## config.mk

```make
export PLATFORM = sky130hd
export DESIGN_NAME = rect_fill_engine
export DESIGN_NICKNAME = d
export VERILOG_FILES = /design/src/rtl/gfx_defs.sv /design/src/rtl/raster_counter.sv /design/src/rtl/rect_fill_engine.sv
export SDC_FILE = /design/constraint.sdc
export NUM_CORES = 1
export LEC_CHECK = 0
export ABC_CLOCK_PERIOD_IN_PS = 8300
export CAP_MARGIN = 10
export CORE_MARGIN = 3
export CORE_UTILIZATION = 65
export DETAILED_ROUTE_END_ITERATION = 8
export DONT_BUFFER_PORTS = 1
export PLACE_DENSITY = 0.81
export SYNTH_ARGS = -nofsm -noshare
export SYNTH_HDL_FRONTEND = slang
export SYNTH_SLANG_ARGS = --single-unit
```

## constraint.sdc

```tcl
create_clock -name clock -period 8.3 [get_ports clock]
set_input_delay 1.66 -clock clock [delete_from_list [all_inputs] [get_ports clock]]
set_output_delay 1.66 -clock clock [all_outputs]
set_load 0.005 [all_outputs]
```

## src/rtl/gfx_defs.sv

```systemverilog
// Shared graphics definitions for the board-level drawing blocks.
// Holds default coordinate/colour widths, screen bounds, the rectangle
// engine state encoding and a few named colours.
package gfx_defs;

  localparam int DEF_X_W      = 10;
  localparam int DEF_Y_W      = 9;
  localparam int DEF_DIM_W    = 9;
  localparam int DEF_COLOUR_W = 3;
  localparam int DEF_SCREEN_W = 480;
  localparam int DEF_SCREEN_H = 360;

  typedef enum logic [1:0] {
    ST_IDLE = 2'd0,
    ST_SCAN = 2'd1,
    ST_DONE = 2'd2
  } state_t;

  localparam logic [2:0] BLACK = 3'b000;
  localparam logic [2:0] BLUE  = 3'b001;
  localparam logic [2:0] RED   = 3'b100;

endpackage

```

## src/rtl/raster_counter.sv

```systemverilog
// Column/row walker for the rectangle rasteriser.
// Ports:
//   clk_i, rst_i           clock, synchronous active-high reset
//   load_i                 restart at (col 0, row 0)
//   step_i                 advance one pixel in raster order (col fastest)
//   width_i, height_i      latched rectangle dimensions
//   col_nxt_o, row_nxt_o   coordinates the counter will hold after this edge
//   last_col_o             current column is the last of its row
//   last_pix_o             current pixel is the last of the rectangle
// The next-state coordinates are exported so the parent can register its
// pixel outputs in the same cycle the counter moves.
module raster_counter #(
  parameter int DIM_W = 9
) (
  input  logic             clk_i,
  input  logic             rst_i,
  input  logic             load_i,
  input  logic             step_i,
  input  logic [DIM_W-1:0] width_i,
  input  logic [DIM_W-1:0] height_i,
  output logic [DIM_W-1:0] col_nxt_o,
  output logic [DIM_W-1:0] row_nxt_o,
  output logic             last_col_o,
  output logic             last_pix_o
);

  logic [DIM_W-1:0] col_q, col_d;
  logic [DIM_W-1:0] row_q, row_d;

  assign last_col_o = (col_q == width_i - DIM_W'(1));
  assign last_pix_o = last_col_o && (row_q == height_i - DIM_W'(1));

  always_comb begin
    col_d = col_q;
    row_d = row_q;
    if (load_i) begin
      col_d = '0;
      row_d = '0;
    end else if (step_i) begin
      if (last_col_o) begin
        col_d = '0;
        row_d = row_q + DIM_W'(1);
      end else begin
        col_d = col_q + DIM_W'(1);
      end
    end
  end

  assign col_nxt_o = col_d;
  assign row_nxt_o = row_d;

  always_ff @(posedge clk_i) begin
    if (rst_i) begin
      col_q <= '0;
      row_q <= '0;
    end else begin
      col_q <= col_d;
      row_q <= row_d;
    end
  end

endmodule

```

## src/rtl/rect_fill_engine.sv

```systemverilog
// Rectangle rasteriser driving the vga_adapter plot port.
// A start request (accepted only while not busy) latches origin, size,
// colour and fill/outline mode, then one pixel per clock is presented in
// raster order. Off-screen pixels and outline interiors still take a cycle
// but do not strobe plot, so latency depends only on width*height.
// Ports:
//   clock, reset             clock, synchronous active-high reset
//   start                    request strobe
//   x0, y0                   top-left origin
//   width, height            rectangle size, zero means empty
//   colour_in, outline       pixel colour, 1 = perimeter only
//   busy                     high while pixels are being emitted
//   done                     one-cycle completion pulse
//   plot, x, y, colour       pixel write strobe, coordinates and colour
//   dbg_state_o              current FSM state
// Handshake: start is sampled on a rising edge; it is taken when busy is
// low (IDLE or DONE) and ignored entirely while busy is high.
module rect_fill_engine
  import gfx_defs::*;
#(
  parameter int X_W      = DEF_X_W,
  parameter int Y_W      = DEF_Y_W,
  parameter int DIM_W    = DEF_DIM_W,
  parameter int COLOUR_W = DEF_COLOUR_W,
  parameter int SCREEN_W = DEF_SCREEN_W,
  parameter int SCREEN_H = DEF_SCREEN_H
) (
  input  logic                clock,
  input  logic                reset,
  input  logic                start,
  input  logic [X_W-1:0]      x0,
  input  logic [Y_W-1:0]      y0,
  input  logic [DIM_W-1:0]    width,
  input  logic [DIM_W-1:0]    height,
  input  logic [COLOUR_W-1:0] colour_in,
  input  logic                outline,
  output logic                busy,
  output logic                done,
  output logic                plot,
  output logic [X_W-1:0]      x,
  output logic [Y_W-1:0]      y,
  output logic [COLOUR_W-1:0] colour,
  output state_t              dbg_state_o
);

  state_t state_q, state_d;

  logic [X_W-1:0]      x0_q, x0_d;
  logic [Y_W-1:0]      y0_q, y0_d;
  logic [DIM_W-1:0]    w_q, w_d;
  logic [DIM_W-1:0]    h_q, h_d;
  logic [COLOUR_W-1:0] colour_q, colour_d;
  logic                outline_q, outline_d;

  logic                plot_q, plot_d;
  logic [X_W-1:0]      x_q, x_d;
  logic [Y_W-1:0]      y_q, y_d;

  logic                accept;
  logic                scan_step;
  logic [DIM_W-1:0]    col_nxt, row_nxt;
  logic                last_col, last_pix;

  logic [X_W:0]        x_sum;
  logic [Y_W:0]        y_sum;
  logic                clipped;
  logic                on_edge;

  assign accept    = start && (state_q != ST_SCAN);
  assign scan_step = (state_q == ST_SCAN);

  raster_counter #(
    .DIM_W (DIM_W)
  ) u_raster_counter (
    .clk_i      (clock),
    .rst_i      (reset),
    .load_i     (accept),
    .step_i     (scan_step),
    .width_i    (w_q),
    .height_i   (h_q),
    .col_nxt_o  (col_nxt),
    .row_nxt_o  (row_nxt),
    .last_col_o (last_col),
    .last_pix_o (last_pix)
  );

  // Next state and operand latches.
  always_comb begin
    state_d   = state_q;
    x0_d      = x0_q;
    y0_d      = y0_q;
    w_d       = w_q;
    h_d       = h_q;
    colour_d  = colour_q;
    outline_d = outline_q;

    if (accept) begin
      x0_d      = x0;
      y0_d      = y0;
      w_d       = width;
      h_d       = height;
      colour_d  = colour_in;
      outline_d = outline;
    end

    case (state_q)
      ST_IDLE, ST_DONE: begin
        state_d = ST_IDLE;
        if (accept) begin
          state_d = ((width == '0) || (height == '0)) ? ST_DONE : ST_SCAN;
        end
      end
      ST_SCAN: begin
        if (last_pix) state_d = ST_DONE;
      end
      default: state_d = ST_IDLE;
    endcase
  end

  // Pixel for the coming cycle, computed from next-state values so the
  // output registers line up with state_q == ST_SCAN.
  always_comb begin
    x_sum   = {1'b0, x0_d} + (X_W+1)'(col_nxt);
    y_sum   = {1'b0, y0_d} + (Y_W+1)'(row_nxt);
    clipped = (x_sum >= (X_W+1)'(SCREEN_W)) || (y_sum >= (Y_W+1)'(SCREEN_H));
    // The next column is 0 exactly when restarting or wrapping a row.
    on_edge = !outline_d || accept || last_col ||
              (col_nxt == w_d - DIM_W'(1)) ||
              (row_nxt == '0) || (row_nxt == h_d - DIM_W'(1));
    plot_d  = (state_d == ST_SCAN) && !clipped && on_edge;
    x_d     = x_q;
    y_d     = y_q;
    if (state_d == ST_SCAN) begin
      x_d = x_sum[X_W-1:0];
      y_d = y_sum[Y_W-1:0];
    end
  end

  always_ff @(posedge clock) begin
    if (reset) begin
      state_q   <= ST_IDLE;
      x0_q      <= '0;
      y0_q      <= '0;
      w_q       <= '0;
      h_q       <= '0;
      colour_q  <= '0;
      outline_q <= 1'b0;
      plot_q    <= 1'b0;
      x_q       <= '0;
      y_q       <= '0;
    end else begin
      state_q   <= state_d;
      x0_q      <= x0_d;
      y0_q      <= y0_d;
      w_q       <= w_d;
      h_q       <= h_d;
      colour_q  <= colour_d;
      outline_q <= outline_d;
      plot_q    <= plot_d;
      x_q       <= x_d;
      y_q       <= y_d;
    end
  end

  assign busy        = (state_q == ST_SCAN);
  assign done        = (state_q == ST_DONE);
  assign plot        = plot_q;
  assign x           = x_q;
  assign y           = y_q;
  assign colour      = colour_q;
  assign dbg_state_o = state_q;

endmodule

```

# Word-level counts from Yosys, hierarchy flattened

Index checks and enable logic that the tools add are counted.
Widths: inputs -> output; s select.

Bits in registers: 81
Latch bits: 0
Bits in writable memories: 0
Bits in read-only memories: 0
Output and inout bits: 27
Word-level logic and storage cells: 63
Memories kept: 0

Add/subtract/negate cells: 8
Multipliers: 0
Div/mod/pow operators: 0
Magnitude comparators: 2
Equal/unequal tests: 8
Shift operators: 0
Multiplexer cells: 15
Bitwise operators: 0
Reduce and logical (&&, ||, !) cells: 18

Operators by type and width:

| cell                | number |
|---|---|
| $mux 9              | 9 |
| $eq 9x9->1          | 4 |
| $sub 9x1->9 const B | 4 |
| $logic_not 9->1     | 3 |
| $add 9x1->9 const B | 2 |
| $add 10x9->11       | 1 |
| $ge 11x9->1 const B | 1 |
| $add 9x9->10        | 1 |
| $ge 10x9->1 const B | 1 |
| $mux 10             | 1 |
| $logic_or 1x1->1    | 7 |
| $mux 2              | 3 |
| $eq 2x1->1 const B  | 2 |
| $logic_and 1x1->1   | 4 |
| $pmux 2 s2          | 1 |
| $eq 2x2->1 const B  | 1 |
| $logic_not 1->1     | 2 |
| $logic_not 2->1     | 1 |
| $ne 2x1->1 const B  | 1 |
| $reduce_or 2->1     | 1 |
| $mux 1              | 1 |

# Logic depth before layout (Yosys ltp)

Gate-level depths: netlist of run 1.

Word-level depth: 11
Depth in mapped cells: 23

# Modules after synthesis

Synthesis of run 1 repeated with hierarchy kept, for this count alone.

Cells, all modules: 697
Area total of the unflattened synthesis: 5,382.7 sq um

Modules (own cells, without submodules):

| module           | instances | cells each | area an instance (sq um) |
|---|---|---|---|
| rect_fill_engine | 1         | 471        | 3,768.6 |
| raster_counter   | 1         | 226        | 1,614.0 |

# Worst setup path after synthesis of run 1

Ideal clock, no wire load.

Kind: input port to flip-flop
Start point: in start
End point: reg plot_q (netlist: plot)
Library setup time: 0.078 ns
Arrival time: 5.115 ns
Slack: 3.107 ns
Stages on the path: 20
Buffers on the path: 4
Path through: inv_1 -> nor2_1 -> buf_1 -> clkbuf_1 -> clkbuf_1 -> clkbuf_1 -> nand2_1 -> nand2_1 -> ha_1 -> a21o_1 -> a21oi_1 -> nor2b_1 -> o21ai_0 -> a21boi_0 -> o21a_1 -> o21a_1 -> o21ai_0 -> nand3_1 -> nand4b_1 -> nor3_1

RTL lines:

| element                         | RTL line                | RTL |
|---|---|---|
| start: declaration              | rect_fill_engine.sv:30  | `input logic start,` |
| $logic_and 1x1->1               | rect_fill_engine.sv:69  | `assign accept = start && (state_q != ST_SCAN);` |
| $mux 9                          | rect_fill_engine.sv:97  | `if (accept) begin` |
| via y0_d[1]                     | rect_fill_engine.sv:49  | `logic [Y_W-1:0] y0_q, y0_d;` |
| $add 9x9->10                    | rect_fill_engine.sv:124 | `y_sum = {1'b0, y0_d} + (Y_W+1)'(row_nxt);` |
| $ge 10x9->1                     | rect_fill_engine.sv:125 | `clipped = (x_sum >= (X_W+1)'(SCREEN_W)) \|\| (y_sum >= (Y_W+1)'(SCREEN_H));` |
| $logic_or 1x1->1                | rect_fill_engine.sv:125 |  |
| $logic_not 1->1                 | rect_fill_engine.sv:130 | `plot_d = (state_d == ST_SCAN) && !clipped && on_edge;` |
| $logic_and 1x1->1 (2 in series) | rect_fill_engine.sv:130 |  |
| end signal: assignment          | rect_fill_engine.sv:159 | `plot_q <= plot_d;` |
| end: declaration                | rect_fill_engine.sv:55  | `logic plot_q, plot_d;` |

The timed path passes the listed nets, and every way through them passes these cells.
A chain may end at the register's enable or synchronous reset.

# Worst setup path in the final report of run 1

Start point: reg w_q[0]
End point: reg plot_q (netlist: plot)

Longest elaborated chain between the ends: 11

RTL lines:

| element                  | RTL line                | RTL |
|---|---|---|
| start: declaration       | rect_fill_engine.sv:50  | `logic [DIM_W-1:0] w_q, w_d;` |
| start signal: assignment | rect_fill_engine.sv:155 | `w_q <= w_d;` |
| $sub 9x1->9 (*)          | raster_counter.sv:30    | `assign last_col_o = (col_q == width_i - DIM_W'(1));` |
| $eq 9x9->1 (*)           | raster_counter.sv:30    |  |
| $mux 9 (*)               | raster_counter.sv:40    | `if (last_col_o) begin` |
| $mux 9 (*)               | raster_counter.sv:39    | `end else if (step_i) begin` |
| $mux 9 (*)               | raster_counter.sv:36    | `if (load_i) begin` |
| via row_nxt[0]           | rect_fill_engine.sv:61  | `logic [DIM_W-1:0] col_nxt, row_nxt;` |
| $add 9x9->10             | rect_fill_engine.sv:124 |  |
| $ge 10x9->1              | rect_fill_engine.sv:125 |  |
| $logic_or 1x1->1         | rect_fill_engine.sv:125 |  |
| $logic_not 1->1          | rect_fill_engine.sv:130 |  |
| $logic_and 1x1->1        | rect_fill_engine.sv:130 |  |
| $logic_and 1x1->1 (*)    | rect_fill_engine.sv:130 |  |

Mark *: on every way through the listed nets, which the timed path passes. The rest lies on a longest branch.

==> results of run 1 <==
## stage by stage
stage / utilization [%] / power [mW]
floorplan: - / 0.608
global placement: 69.0 / 0.641
detailed placement: 69.0 / 0.648
CTS: 71.7 / 0.957
global route: 71.7 / 1.00
finish: 71.7 / 0.957
## layout make-up
| class | count | area, sq um |
|---|---|---|
| inverter | 21 | 78.8 |
| clock buffer | 11 | 151 |
| clock inverter | 5 | 60.1 |
| sequential | 81 | 1620 |
| fill | 634 | 2260 |
| timing repair buffer | 3 | 22.5 |
| tap | 102 | 128 |
| multi-input combinational | 567 | 3650 |
## how the worst min path moves through the flow
stage | slack [ns] | cells past startpoint | endpoint
after floorplan | 0.43 | 2 | outline_q
after global placement | 0.44 | 2 | outline_q
after detailed placement | 0.45 | 2 | x0_q[4]
after CTS | 0.46 | 2 | outline_q
after global routing | 0.48 | 2 | y0_q[5]
final | 0.47 | 2 | y0_q[5]
## metal layers
metal,global-route usage (%),vias up,routed length (um)
li1,-,2435,-
met1,38.8,2385,5930
met2,47.8,261,6550
met3,7.93,45,1520
met4,11.8,0,408
met5,0,-,0
## flip-flops by register name (all words and copies together), names as in the netlist
| name | cells |
|---|---|
| x0_q | 10 |
| u_raster_counter.row_q | 9 |
| colour | 3 |
| w_q | 9 |
| outline_q | 1 |
| y0_q | 9 |
| plot | 1 |
| u_raster_counter.col_q | 9 |
| x | 10 |
| dbg_state_o | 2 |
| h_q | 9 |
| y | 9 |
## kinds of logic after synthesis
kind of cell | share of synthesized area (%)
and+or+nand+nor | 26.5
xor gates and xnor gates | 11.4
buffers and inverters | 4.20
adders and majority gates | 6.03
muxes | 5.73
DFF | 29.6
AOI/OAI and AO/OA | 16.6
## placed cells by master, fill, tap and decap left out, types with 4 or more instances in the layout
cell type	instances
nand4_1	8
xor2_1	30
xnor2_1	36
nand2b_1	4
nand3_1	19
a31oi_1	7
a32oi_1	5
mux2i_1	28
o21ai_0	14
nor2_1	83
a21boi_0	5
nand4b_1	4
nand2_1	105
dfxtp_1	81
inv_1	21
ha_1	24
nor2b_1	10
and3_1	9
a21oi_1	56
nor4_1	8
a21o_1	4
a211oi_1	6
clkbuf_8	11
nor3_1	20
o31ai_1	5
## power by group through the flow
| stage | logic (mW) | clock network (mW) | registers, mW |
|---|---|---|---|
| final | 0.215 | 0.313 | 0.429 |
| after global routing | 0.238 | 0.333 | 0.432 |
| after CTS | 0.211 | 0.317 | 0.429 |
| after detailed placement | 0.210 | 0 | 0.438 |
| after global placement | 0.203 | 0 | 0.437 |
| after floorplan | 0.179 | 0 | 0.429 |
## worst max-delay path: cells and delay by family (launching register included)
kind | cells | cell delay (ns)
DFF | 1 | 0.51
AOI/OAI and AO/OA | 10 | 2.21
muxes | 1 | 0.32
xor gates and xnor gates | 1 | 0.14
and+or+nand+nor | 5 | 1.26
adders and majority gates | 2 | 0.52
buffers and inverters | 2 | 0.20
==> reports/results.ini, run 1 <==
[run_status]
status=finished, final reports clean

[die]
start_util_pct=68.8
die_y_um=97.8
num_rows=32
die_area_sq_mm=0.00957
num_io_pins=71
coreArea_sq_mm=0.00797
dieWidth_um=97.8

[synthesis]
syn_area_sq_mm=0.00548
seq_area_frac_synth_pct=29.6
synth_top_area_cell=dfxtp_1
synth_nets=774
yosysWarnings=0
yosysUniqueCellTypes=74
synth-edff-count=0
async_reset_ff_share_pct=0
syn_avg_cell_area_sq_um=7.77
synth_common_cells=105 x nand2_1, 84 x nor2_1, 81 x dfxtp_1
yosysMostFrequentCell=nand2_1
synthTopCellsByArea=dfxtp_1 30%, nand2_1 7.2%, nor2_1 5.8%
syn_inst=705
synth_top_area_share_pct=29.6
synth-seq-cells=81
ys.flop_type=dfxtp_1

[clock_network]
post_cts_buffers=0
clk_pin_slew_ns=0.09
clk_path_buf_depth=2
clock-sinks=81
cts_max_level=3
clock_latency_ns=0.37
ctsHoldBuffers=0
ctsResizeCount=0
root_buffer=clkbuf_8
numCtsBuffers=9
cts_tree=built

[setup_path]
crit_fanout=17
reg2reg_to=plot
endpoint_kind=flop
worstSetupStartpoint=w_q[0]
endpoint=plot
worstRegToRegCells=21
r2r_slack_ns=3.07
critPathSlowestCell=or4_1
cp.required_ns=8.60
slowest_delay_ns=0.69
arrival_ns=5.53
r2r_start=w_q[0]
critPathKind=flop to flop
path_cells=inv_1 > ha_1 > xor2_1 > o211a_1 > o31ai_1 > or4_1 > o21ai_2 > mux2_2 > inv_1 > ha_1 > a21o_1 > a21oi_1 > nor2b_1 > o21ai_0 > a21boi_0 > o21a_1 > o21a_1 > o21ai_0 > nand3_1 > nand4b_1 > nor3_1
worstSetupStartpointType=flop

[power]
p_sw_share_pct=31.9
pwr-share-clk_pct=32.7
p_int_uw=652
powerDensity_mw_per_mm2=168
leakagePower_nw=2.47
vdd_drop_max_v=0.000135
power_frac_comb_pct=22.5
pwr-share-seq_pct=44.9
power.switching_uw=306

[sta]
rsz0062_at_grt=no
finClkSkew_ns=0.0101
min_period_over_period_pct=63.0
fin_ws_ns=3.07
tightestPinTransition_ns=0.676
drv_slew=0
setup_tns_ns=0
finalHoldViolCount=0
fin_crit_ns=5.23
setup_viol=0
fmax_mhz=191
slew_headroom_pct=54.5
whs_ns=0.465

[drt]
drtIter0Drc=351
vias_per_cell=6.49
drc=0
route.vias.total=5126
ant_nets=0
wl_per_cell_um=18.2
drt_wl_total_mm=14.4
first_pass_iters=6

[global_route]
grt_max_degree=81
grt_pass1_vias=4912
grt_pass1_wl_mm=23.7
track_usage_pct=30.0
grt_antenna_before_repair=0
grt_overflow_total=0

[placed_design]
placed_area_sq_mm=0.00550
dp_cells=774
place_congestion=0.943
io_buffers=0
dp_worst_setup_slack_ns=2.95
hpwlAfterDp_mm=10.8

[finish]
final_cells=790
areaGrowthSynthToFinish_pct=4.22
final_layout_size_suffix_gt1_share_pct=5.09
diodes=0
nNetsFinal=752
finalInstanceArea_sq_mm=0.00571

[worst_hold_path]
hp-start=y0_q[5]
worst_hold_path_type=flop to flop

[run]
max_cap_viol_count=0

Note: power is estimated with default switching activity, not from simulation.
==> run 2, diff against run 1 <==
Settings changed: ABC_AREA set to 1, ABC_CLOCK_PERIOD_IN_PS 8300 to 4700, CORE_UTILIZATION 65 to 58, PLACE_DENSITY 0.81 to 0.76.
Clock period 8.3 ns to 4.7 ns, I/O delays scaled along.
==> reports/results.ini, run 2 <==
[sta]
whs_ns=0.489  ; was 0.465 ns
min_period_over_period_pct=86.5  ; was 63.0%
finalHoldViolCount=0  ; unchanged
rsz0062_at_grt=no  ; unchanged
slew_headroom_pct=56.6  ; was 54.5%
tightestPinTransition_ns=0.651  ; was 0.676 ns
drv_slew=0  ; unchanged
fmax_mhz=246  ; was 191 MHz
fin_ws_ns=0.633  ; was 3.07 ns
finClkSkew_ns=0.0130  ; was 0.0101 ns
fin_crit_ns=4.07  ; was 5.23 ns
setup_tns_ns=0  ; unchanged
setup_viol=0  ; unchanged

[synthesis]
yosysWarnings=0  ; unchanged
synthTopCellsByArea=dfxtp_1 28%, nand2_1 14%, nor2_1 8.4%  ; was dfxtp_1 30%, nand2_1 7.2%, nor2_1 5.8%
syn_area_sq_mm=0.00569  ; was 0.00548 sq mm
async_reset_ff_share_pct=0  ; unchanged
yosysMostFrequentCell=nand2_1  ; unchanged
synth-edff-count=0  ; unchanged
seq_area_frac_synth_pct=28.5  ; was 29.6%
synth_top_area_share_pct=28.5  ; was 29.6%
synth-seq-cells=81  ; unchanged
syn_inst=885  ; was 705
synth_nets=954  ; was 774
synth_top_area_cell=dfxtp_1  ; unchanged
synth_common_cells=211 x nand2_1, 127 x nor2_1, 114 x inv_1  ; was 105 x nand2_1, 84 x nor2_1, 81 x dfxtp_1
syn_avg_cell_area_sq_um=6.43  ; was 7.77 sq um
ys.flop_type=dfxtp_1  ; unchanged
yosysUniqueCellTypes=45  ; was 74

[setup_path]
worstSetupStartpointType=flop  ; unchanged
cp.required_ns=5.00  ; was 8.60 ns
endpoint_kind=flop  ; unchanged
arrival_ns=4.37  ; was 5.53 ns
path_common_cell=nand2_1
critPathKind=flop to flop  ; unchanged
critPathSlowestCell=fa_1  ; was or4_1
slowest_delay_ns=0.41  ; was 0.69 ns
crit_fanout=9  ; was 17
r2r_slack_ns=0.63  ; was 3.07 ns

[drt]
vias_per_cell=5.38  ; was 6.49
ant_nets=0  ; unchanged
route.vias.total=5413  ; was 5,126
drt_wl_total_mm=14.4  ; about the same
first_pass_iters=5  ; was 6
drc=0  ; unchanged
wl_per_cell_um=14.3  ; was 18.2 um
drtIter0Drc=279  ; was 351

[global_route]
grt_pass1_wl_mm=24.3  ; was 23.7 mm
grt_antenna_before_repair=1  ; was 0
track_usage_pct=26.7  ; was 30.0%
grt_max_degree=61  ; was 81
grt_overflow_total=0  ; unchanged
grt_pass1_vias=5196  ; was 4,912

[die]
num_io_pins=71  ; unchanged
coreArea_sq_mm=0.00937  ; was 0.00797 sq mm
dieWidth_um=105  ; was 97.8 um
die_y_um=105  ; was 97.8 um
start_util_pct=60.7  ; was 68.8%
num_rows=35  ; was 32
die_area_sq_mm=0.0110  ; was 0.00957 sq mm

[finish]
mostFrequentLayoutCell=nand2_1  ; unchanged
areaGrowthSynthToFinish_pct=4.66  ; was 4.22%
final_layout_size_suffix_gt1_share_pct=9.00  ; was 5.09%
multi_input_area_sq_mm=0.00348  ; was 0.00365 sq mm
final_cell_mix=211 x nand2_1, 127 x nor2_1, 114 x inv_1  ; was 105 x nand2_1, 83 x nor2_1, 81 x dfxtp_1
finalInstanceArea_sq_mm=0.00596  ; was 0.00571 sq mm
diodes=0  ; unchanged
fillerInstances=895  ; was 634
nNetsFinal=942  ; was 752
final_util_pct=63.6  ; was 71.7%
ff_latch_area_sq_mm=0.00162  ; unchanged

[run]
max_cap_viol_count=0  ; unchanged

[power]
leakagePower_nw=3.15  ; was 2.47 nW
vdd_drop_max_v=0.000244  ; was 0.000135 V
powerDensity_mw_per_mm2=315  ; was 168 mW/mm^2

[placed_design]
placed_area_sq_mm=0.00575  ; was 0.00550 sq mm
dp_worst_setup_slack_ns=0.668  ; was 2.95 ns
hpwlAfterDp_mm=10.9  ; was 10.8 mm
place_congestion=0.912  ; was 0.943
io_buffers=0  ; unchanged

[clock_network]
clk_path_buf_depth=2  ; unchanged
clock-sinks=81  ; unchanged
ctsResizeCount=0  ; unchanged
clk_pin_slew_ns=0.09  ; about the same
clock_latency_ns=0.37  ; about the same
cts_max_level=3  ; unchanged
ctsHoldBuffers=0  ; unchanged
cts_tree=built  ; unchanged
numCtsBuffers=9  ; unchanged
post_cts_buffers=0  ; unchanged
root_buffer=clkbuf_8  ; unchanged

[worst_hold_path]
worst_hold_path_type=flop to flop  ; unchanged

[run_status]
status=finished, final reports clean  ; unchanged

[run 2: kinds of logic after synthesis]
family,share of synthesized area (%)
AND/OR/NAND/NOR,38.1
buffers and inverters,10.3
AO/OA/AOI/OAI,10.3
flip-flops,28.5
XOR/XNOR,6.77
adder cells (fa/ha/maj),5.63
multiplexers,0.352
[run 2: path summary, 6_finish.rpt]
check,from,end,depth (start not counted)
hold / removal,outline_q,outline_q,2
setup / recovery,w_q[0],plot,30
setup reg to reg,w_q[0],plot,30
hold reg to reg,outline_q,outline_q,2
[run 2: worst max-delay path, delay by kind of cell, from the launching register on]
| kind | cells | cell delay (ns) |
|---|---|---|
| adders and majority gates | 3 | 0.83 |
| DFF | 1 | 0.34 |
| xor gates and xnor gates | 1 | 0.15 |
| and+or+nand+nor | 22 | 2.19 |
| buffers and inverters | 2 | 0.18 |
| AOI/OAI and AO/OA | 2 | 0.32 |
[run 2: cell type report]
cell class | count | area share [%]
Multi-Input combinational cell | 655 | 58.5
Sequential cell | 81 | 27.2
Inverter | 124 | 7.82
Tap cell | 129 | 2.71
Clock buffer | 9 | 2.08
Clock inverter | 7 | 1.43
Timing Repair Buffer | 2 | 0.252
[run 2: per-layer routing]
layer / up-vias / routed length [um] / GRT usage, %
li1: 2766 / - / -
met1: 2429 / 6440 / 35.2
met3: 22 / 1160 / 5.68
met2: 194 / 6600 / 44.4
met4: 2 / 209 / 7.12
met5: - / 7 / 0
[run 2: where the power goes]
part / leakage (nW) / switching (mW) / internal [mW] / total, mW
Clock: 0.0999 / 0.297 / 0.256 / 0.553
Combinational: 2.38 / 0.348 / 0.188 / 0.536
Sequential: 0.668 / 0.0427 / 0.746 / 0.789
[run 2: through the flow]
step                power [mW]  instances
finish                    1.88       1007
global route              2.01       1007
global placement          1.32        991
detailed placement        1.33        991
CTS                       1.88       1007
floorplan                 1.23        885
